`src/rtl/rr_arbiter_n.sv`:
```
// rr_arbiter_n: round-robin arbiter with registered one-hot grant and bounded hold time
module rr_arbiter_n #(
  parameter int N = 4,
  parameter int MAX_HOLD = 4,
  parameter int IDW = $clog2(N)
) (
  input  logic           clk,
  input  logic           rst,
  input  logic [N-1:0]   req,
  output logic [N-1:0]   grant,
  output logic [IDW-1:0] grant_id,
  output logic           grant_valid
);
  typedef enum logic {IDLE, GRANTED} state_t;
  state_t state;
  logic [IDW-1:0] ptr, start, win, win_nxt, owner_nxt;
  logic [7:0] hold_cnt;
  logic [N-1:0] cand;
  logic owner_req, at_max, others, keep, found;
  always_comb begin
    owner_nxt = grant_id == IDW'(N-1) ? '0 : grant_id + 1'b1;
    owner_req = req[grant_id];
    at_max = hold_cnt >= 8'(MAX_HOLD);
    others = |(req & ~grant);
    keep = state == GRANTED && owner_req && (!at_max || !others);
    cand = state == GRANTED && owner_req ? req & ~grant : req;
    start = state == IDLE ? ptr : owner_nxt;
    found = 1'b0;
    win = '0;
    for (int i = 0; i < N; i++) begin
      if (!found && cand[IDW'((int'(start) + i) % N)]) begin
        found = 1'b1;
        win = IDW'((int'(start) + i) % N);
      end
    end
    win_nxt = win == IDW'(N-1) ? '0 : win + 1'b1;
  end
  // grant_id doubles as the owner index while GRANTED
  always_ff @(posedge clk or posedge rst) begin
    if (rst) begin
      state <= IDLE;
      ptr <= '0;
      hold_cnt <= '0;
      grant <= '0;
      grant_id <= '0;
      grant_valid <= 1'b0;
    end else if (keep) begin
      hold_cnt <= at_max ? hold_cnt : hold_cnt + 8'd1;
    end else if (found) begin
      state <= GRANTED;
      ptr <= win_nxt;
      hold_cnt <= 8'd1;
      grant <= N'(1) << win;
      grant_id <= win;
      grant_valid <= 1'b1;
    end else begin
      state <= IDLE;
      hold_cnt <= '0;
      grant <= '0;
      grant_id <= '0;
      grant_valid <= 1'b0;
    end
  end
endmodule

```
`config.mk`:
```
export PLATFORM = sky130hd
export DESIGN_NAME = rr_arbiter_n
export DESIGN_NICKNAME = d
export VERILOG_FILES = /design/src/rtl/rr_arbiter_n.sv
export SDC_FILE = /design/constraint.sdc
export NUM_CORES = 1
export LEC_CHECK = 0
export BUFFER_PORTS_ARGS = -buffer_cell sky130_fd_sc_hd__buf_2
export CORE_ASPECT_RATIO = 2
export CORE_MARGIN = 4
export CORE_UTILIZATION = 43
export DETAILED_ROUTE_END_ITERATION = 8
export GPL_ROUTABILITY_DRIVEN = 0
export GPL_TIMING_DRIVEN = 0
export MAX_ROUTING_LAYER = met4
export RECOVER_POWER = 50
export SYNTH_ARGS = -nofsm -noshare
export SYNTH_HDL_FRONTEND = slang
export SYNTH_SLANG_ARGS = --single-unit
```
`constraint.sdc`:
```
create_clock -name clk -period 4.25 [get_ports clk]
set_clock_uncertainty 0.15 [all_clocks]
set_input_delay 0.2125 -clock clk [delete_from_list [all_inputs] [get_ports clk]]
set_output_delay 0.2125 -clock clk [all_outputs]
set_load 0.05 [all_outputs]
```
==> impl_metrics.tcl, run 1 <==
set metrics [dict create \
    outcome "finished clean" \
    fin_crit_sh_pct 62.89 \
    cts_buffer_depth 2 \
    dp_hpwl_um 2058 \
    setup_viol 0 \
    synth-async-reset-ratio_pct 100.0 \
    maxSlewViolCount 0 \
    slew-limit-headroom_pct 57.27 \
    switching_share_pct 47.91 \
    vias 926 \
    numCtsBuffers 3 \
    syn_avg_cell_area_um2 9.988 \
    worst_slack_ns 1.577 \
    ios 13 \
    cp-end-kind "register" \
    clock_power_share_pct 12.4 \
    drive_above_1_share_pct 20.30 \
    arrival_ns 2.66 \
    rsz0062_at_grt "false" \
    r2r_cells 8 \
    insertion_delay_ns 0.25 \
    vias_per_cell 5.752 \
    cts_setup_buffers 0 \
    maxCapViolations 0 \
    p_leak_nw 0.5626 \
    p_total_mw 0.9532 \
    clock-sinks 17 \
    grt_max_degree 18 \
    r2r_slack_ns 1.58 \
    route.detailed.drc 0 \
    hp-start "req[2]" \
    final_common_cell "dfrtp_1" \
    grt_overflow 0 \
    ys_seq_area_share_pct 36.72 \
    grt_pass1_wl_um 4298 \
    combPwrFrac_pct 60.3 \
    die_x_um 44.71 \
    max_freq_mhz 374.2 \
    clock_tree.root_cell "clkbuf_8" \
    rows 26 \
    synthDistinctLibCells 41 \
    cts_tree "built" \
    ys.flop_type "dfrtp_1" \
    seqPwrFrac_pct 27.3 \
    path_max_fanout 10 \
    ctsHtreeMaxLevel 1 \
    worstReg2RegEnd "ptr[1]$_DFFE_PP0P_" \
    start_util_pct 45.08 \
    hold_violations 0 \
    finalSetupTns_ns 0 \
    fillers 245 \
    area.growth.synth_to_final_pct 12.63 \
    required_ns 4.23 \
    die_h_um 81.41 \
    syn-instance-count 116 \
    grt_util_all_layers_pct 16.90 \
    hold_depth 3 \
    clkTransAtPathRegs_ns 0.06 \
    drtPass1Iterations 4 \
    synth_edf_count 0 \
    ir_drop_mv 0.3130 \
    start_kind "register" \
    min_period_ns 2.673 \
    hold_end "state$_DFFE_PP0N_" \
    cts.repair.resized 0 \
    antennaDiodeCount 0 \
    syn_nets 128 \
    port_buffers 12 \
    hold_path.class "in -> reg" \
    internal_power_mw 0.4965 \
    synth-seq-cells 17 \
    reg2reg_from "grant_id[0]$_DFFE_PP0N_" \
    nets 146 \
    fp.coreArea_um2 2570 \
    drt-wirelength-per-cell_um 15.65 \
    ant_nets 0 \
    p_per_area_nw_per_um2 730.4 \
    first_iter_violations 10 \
    final_cell_mix "dfrtp_1, buf_2, nand2_1" \
    finalWirelength_um 2520 \
    syn_area_um2 1159 \
    antenna_found_initial 0 \
    grt_pass1_vias 942 \
    place_worst_setup_slack_ns 1.569 \
    p_sw_mw 0.4567 \
    yosysWarnings 0 \
    crit_type "reg -> reg" \
    die_area_um2 3639 \
    worst_pin_slew_ns 0.6232 \
]
==> critical path: stages (launching register included) <==
cell       delay (ns)
dfrtp_1          0.39
buf_4            0.21
mux2_4           0.33
o2111ai_2        0.26
nand3_1          0.12
o221ai_1         0.40
inv_1            0.12
ha_1             0.32
mux2_4           0.25
==> power by group through the flow <==
stage | logic, mW | registers (mW) | clock network (mW)
after global placement | 0.572 | 0.259 | 0
after floorplan | 0.376 | 0.334 | 0
after CTS | 0.583 | 0.259 | 0.120
after detailed placement | 0.580 | 0.262 | 0
final | 0.575 | 0.260 | 0.118
after global routing | 0.633 | 0.269 | 0.126
==> worst max-delay path by stage <==
| stage | start | endpoint | slack [ns] | cells after the start |
|---|---|---|---|---|
| floorplan | grant_id[0]$_DFFE_PP0N_ | ptr[1]$_DFFE_PP0P_ | 1.46 | 8 |
| global placement | grant_id[0]$_DFFE_PP0N_ | ptr[1]$_DFFE_PP0P_ | 1.59 | 8 |
| detailed placement | grant_id[0]$_DFFE_PP0N_ | ptr[1]$_DFFE_PP0P_ | 1.57 | 8 |
| CTS | grant_id[0]$_DFFE_PP0N_ | ptr[1]$_DFFE_PP0P_ | 1.56 | 8 |
| global route | state$_DFFE_PP0N_ | ptr[1]$_DFFE_PP0P_ | 1.37 | 9 |
| finish | grant_id[0]$_DFFE_PP0N_ | ptr[1]$_DFFE_PP0P_ | 1.58 | 8 |
==> synth_stat cells (all sizes together) (2+ instances only) <==
| cell | instances | area (um^2) |
|---|---|---|
| clkbuf | 4 | 16.26 |
| mux2 | 3 | 41.29 |
| nand3 | 5 | 25.02 |
| inv | 6 | 22.52 |
| buf | 2 | 12.51 |
| nand3b | 5 | 37.54 |
| ha | 6 | 75.07 |
| and2 | 6 | 37.54 |
| nor2 | 6 | 25.03 |
| o21a | 2 | 15.01 |
| nand2 | 8 | 30.03 |
| dfrtp | 17 | 425.4 |
| o2111ai | 2 | 23.77 |
| o22a | 2 | 17.52 |
| nand2b | 7 | 43.79 |
| o221ai | 4 | 35.03 |
| o211ai | 3 | 22.52 |
| xnor2 | 2 | 17.52 |
| o21ai | 7 | 35.03 |
| mux2i | 3 | 33.78 |
| o221a | 3 | 42.54 |
| a21oi | 2 | 10.01 |
==> timing repair <==
item / in CTS / in global routing
endpoints found under the hold margin: 17 / 0
endpoints found under the setup margin: 0 / 0
hold buffers: 1 / 0
==> layout make-up <==
cell class / count / area (um^2) / share of cell area (%)
plain buffers: 6 / 28.78 / 2.205
clock buffers: 4 / 45.04 / 3.452
inverters: 6 / 22.52 / 1.726
multi-input cells: 87 / 681.9 / 52.25
flip-flops and latches: 17 / 425.4 / 32.60
well taps: 28 / 35.03 / 2.685
repair buffers: 13 / 66.31 / 5.082
==> cells by family (layout without fill, tap and decap cells) <==
logic type	Yosys count	after routing	synth area share, %
and+or+nand+nor	42	42	20.09
AOI/OAI and AO/OA	31	31	24.30
DFF	17	17	36.72
buffers and inverters	12	29	4.427
adders and majority gates	6	6	6.479
muxes	6	6	6.479
xor gates and xnor gates	2	2	1.512
==> per-layer routing <==
| metal | part of all wire, % | GRT usage [%] |
|---|---|---|
| met1 | 37 | 16.25 |
| met2 | 56 | 29.97 |
| met3 | 2.4 | 1.535 |
| met4 | 4.6 | 12.08 |
| met5 | 0 | - |
==> through the flow <==
stage	hold slack, ns	cells	area [um^2]	utilization (%)
2_1_floorplan	-0.01143	116	1159	-
3_3_place_gp	0.1692	156	1254	48.78
3_5_place_dp	0.1756	156	1254	48.78
4_1_cts	0.1789	161	1309	50.93
5_1_grt	0.2096	161	1305	50.78
6_report	0.1825	161	1305	50.78
==> flip-flops by register name (all words and copies together) (netlist names) <==
signal,cells
grant,4
hold_cnt,8
grant_id,2
state,1
ptr,2
No activity file was read; power rests on OpenSTA's default activity.
==> run 2: changes to the inputs <==
==> constraint.sdc (replaced) <==
create_clock -name clk -period 2.2 [get_ports clk]
set_clock_uncertainty 0.15 [all_clocks]
set_input_delay 0.11 -clock clk [delete_from_list [all_inputs] [get_ports clk]]
set_output_delay 0.11 -clock clk [all_outputs]
set_load 0.05 [all_outputs]
==> impl_metrics.tcl, run 2 (same netlist as run 1, synthesis figures left out) <==
set metrics [dict create \
    outcome "complete, but fails checks" \
    violations "setup timing" \
    antenna_found_initial 0 \
    die_h_um 81.41 \
    vias 977 \
    seqCellArea_um2 429.2 \
    grt_overflow 0 \
    port_buffers 12 \
    hold_path.class "in -> reg" \
    holdWs_ns 0.1207 \
    fp.coreArea_um2 2570 \
    r2r_slack_ns -0.24 \
    die_area_um2 3639 \
    largest_registers "hold_cnt (8), grant (4)" \
    vias_per_cell 5.781 \
    first_iter_violations 20 \
    drt-wirelength-per-cell_um 16.65 \
    insertion_delay_ns 0.25 \
    cpLargestDelayFamily "compound AO/OA/AOI/OAI gates" \
    path_max_fanout 7 \
    placed_area_um2 1279 \
    ant_nets 0 \
    maxSlewViolCount 0 \
    grt_pass1_vias 1042 \
    drtPass1Iterations 4 \
    area.growth.synth_to_final_pct 33.15 \
    cp-end-kind "register" \
    grt_util_all_layers_pct 18.74 \
    crit_chain "buf_12 -> mux2i_4 -> buf_4 -> o221a_4 -> o211ai_1 -> o221ai_4 -> inv_2 -> ha_1 -> mux2_4" \
    grt_max_degree 18 \
    min_period_ns 2.437 \
    multiInputGateArea_um2 818.3 \
    rsz0062_at_grt "true" \
    slew-limit-headroom_pct 59.26 \
    cts_tree "built" \
    seqPwrFrac_pct 22.8 \
    crit_type "reg -> reg" \
    ir_drop_mv 0.8040 \
    fillers 224 \
    stdcell_area_um2 1543 \
    place_inst 156 \
    p_leak_nw 0.6384 \
    arrival_ns 2.42 \
    numCtsBuffers 3 \
    ctsHtreeMaxLevel 1 \
    nets 154 \
    grt_pass1_wl_um 4857 \
    p_per_area_nw_per_um2 1468 \
    largest_reg_flops 8 \
    crit_slowest_cell "dfrtp_2" \
    utilization_pct 60.03 \
    finalWirelength_um 2814 \
    final_common_cell "dfrtp_1" \
    max_freq_mhz 410.3 \
    fin_crit_sh_pct 110.8 \
    worst_pin_slew_ns 0.6104 \
    worst_slack_ns -0.2371 \
    finalNonFillerCells 169 \
    clkTransAtPathRegs_ns 0.06 \
    cts_buffer_depth 2 \
    clock_power_share_pct 10.0 \
    top_register "hold_cnt" \
    route.detailed.drc 0 \
    maxCapViolations 0 \
    dp_hpwl_um 2092 \
    die_x_um 44.71 \
    start_kind "register" \
    ios 13 \
    start_util_pct 45.08 \
    switching_share_pct 46.31 \
    rows 26 \
    combPwrFrac_pct 67.2 \
    drive_above_1_share_pct 40.43 \
    required_ns 2.19 \
    clock_tree.root_cell "clkbuf_8" \
    critPathBufInv 3 \
    internal_power_mw 1.216 \
    clock-sinks 17 \
    p_sw_mw 1.049 \
    cp_slowest_stage_delay_ns 0.43 \
    final_cell_mix "dfrtp_1, buf_2, nand2_1" \
    hold_violations 0 \
    antennaDiodeCount 0 \
    setup_viol 5 \
]
## run 2: routing by layer
| metal | GRT usage (%) | vias up | wire length, um |
|---|---|---|---|
| met5 | - | - | 0 |
| met4 | 12.69 | 0 | 153 |
| met3 | 1.754 | 14 | 74 |
| met2 | 32.56 | 22 | 1562 |
| met1 | 18.95 | 466 | 1024 |
| li1 | - | 475 | - |
## run 2: repair_timing
action                                 in CTS  in global routing
setup buffers                               7                  1
resized for setup                          19                 13
pin swaps                                   8                  8
endpoints found under the hold margin      17                  0
hold buffers                                1                  0
setup endpoints to repair                   7                 10
gates cloned                                0                  0
## run 2: worst min-delay path, cell delays in order
cell       delay (ns)
buf_2            0.16
a2111oi_4        0.12
nand2b_1         0.10
## run 2: final timing paths
path / start / endpoint / cells after the start
min in group asynchronous: rst / grant_id[0]$_DFFE_PP0N_ / 3
max: grant_id[0]$_DFFE_PP0N_ / ptr[1]$_DFFE_PP0P_ / 9
min reg2reg: hold_cnt[6]$_DFFE_PP0P_ / hold_cnt[6]$_DFFE_PP0P_ / 1
min: req[2] / state$_DFFE_PP0N_ / 3
max reg2reg: grant_id[0]$_DFFE_PP0N_ / ptr[1]$_DFFE_PP0P_ / 9
max in group asynchronous: rst / grant_id[1]$_DFFE_PP0N_ / 3
## run 2: area by class of cell
type / instances / area share, %
plain buffers: 6 / 2.920
inverters: 6 / 1.622
well taps: 28 / 2.271
flip-flops and latches: 17 / 27.82
clock buffers: 4 / 2.920
multi-input cells: 87 / 53.04
repair buffers: 21 / 9.408
## run 2: power groups by stage
stage | sequential (mW) | combinational [mW] | clock, mW
finish | 0.516 | 1.52 | 0.226
global route | 0.529 | 1.65 | 0.246
CTS | 0.510 | 1.45 | 0.230
detailed placement | 0.515 | 1.16 | 0
global placement | 0.508 | 1.13 | 0
floorplan | 0.653 | 0.754 | 0
## run 2: through the flow
step / TNS, ns / setup WS (ns) / power, mW
6_report: -0.5572 / -0.2371 / 2.265
3_3_place_gp: -1.414 / -0.4043 / 1.641
2_1_floorplan: -0.8097 / -0.3087 / 1.407
5_1_grt: -1.358 / -0.3188 / 2.429
4_1_cts: -0.6931 / -0.2484 / 2.190
3_5_place_dp: -1.679 / -0.4328 / 1.672
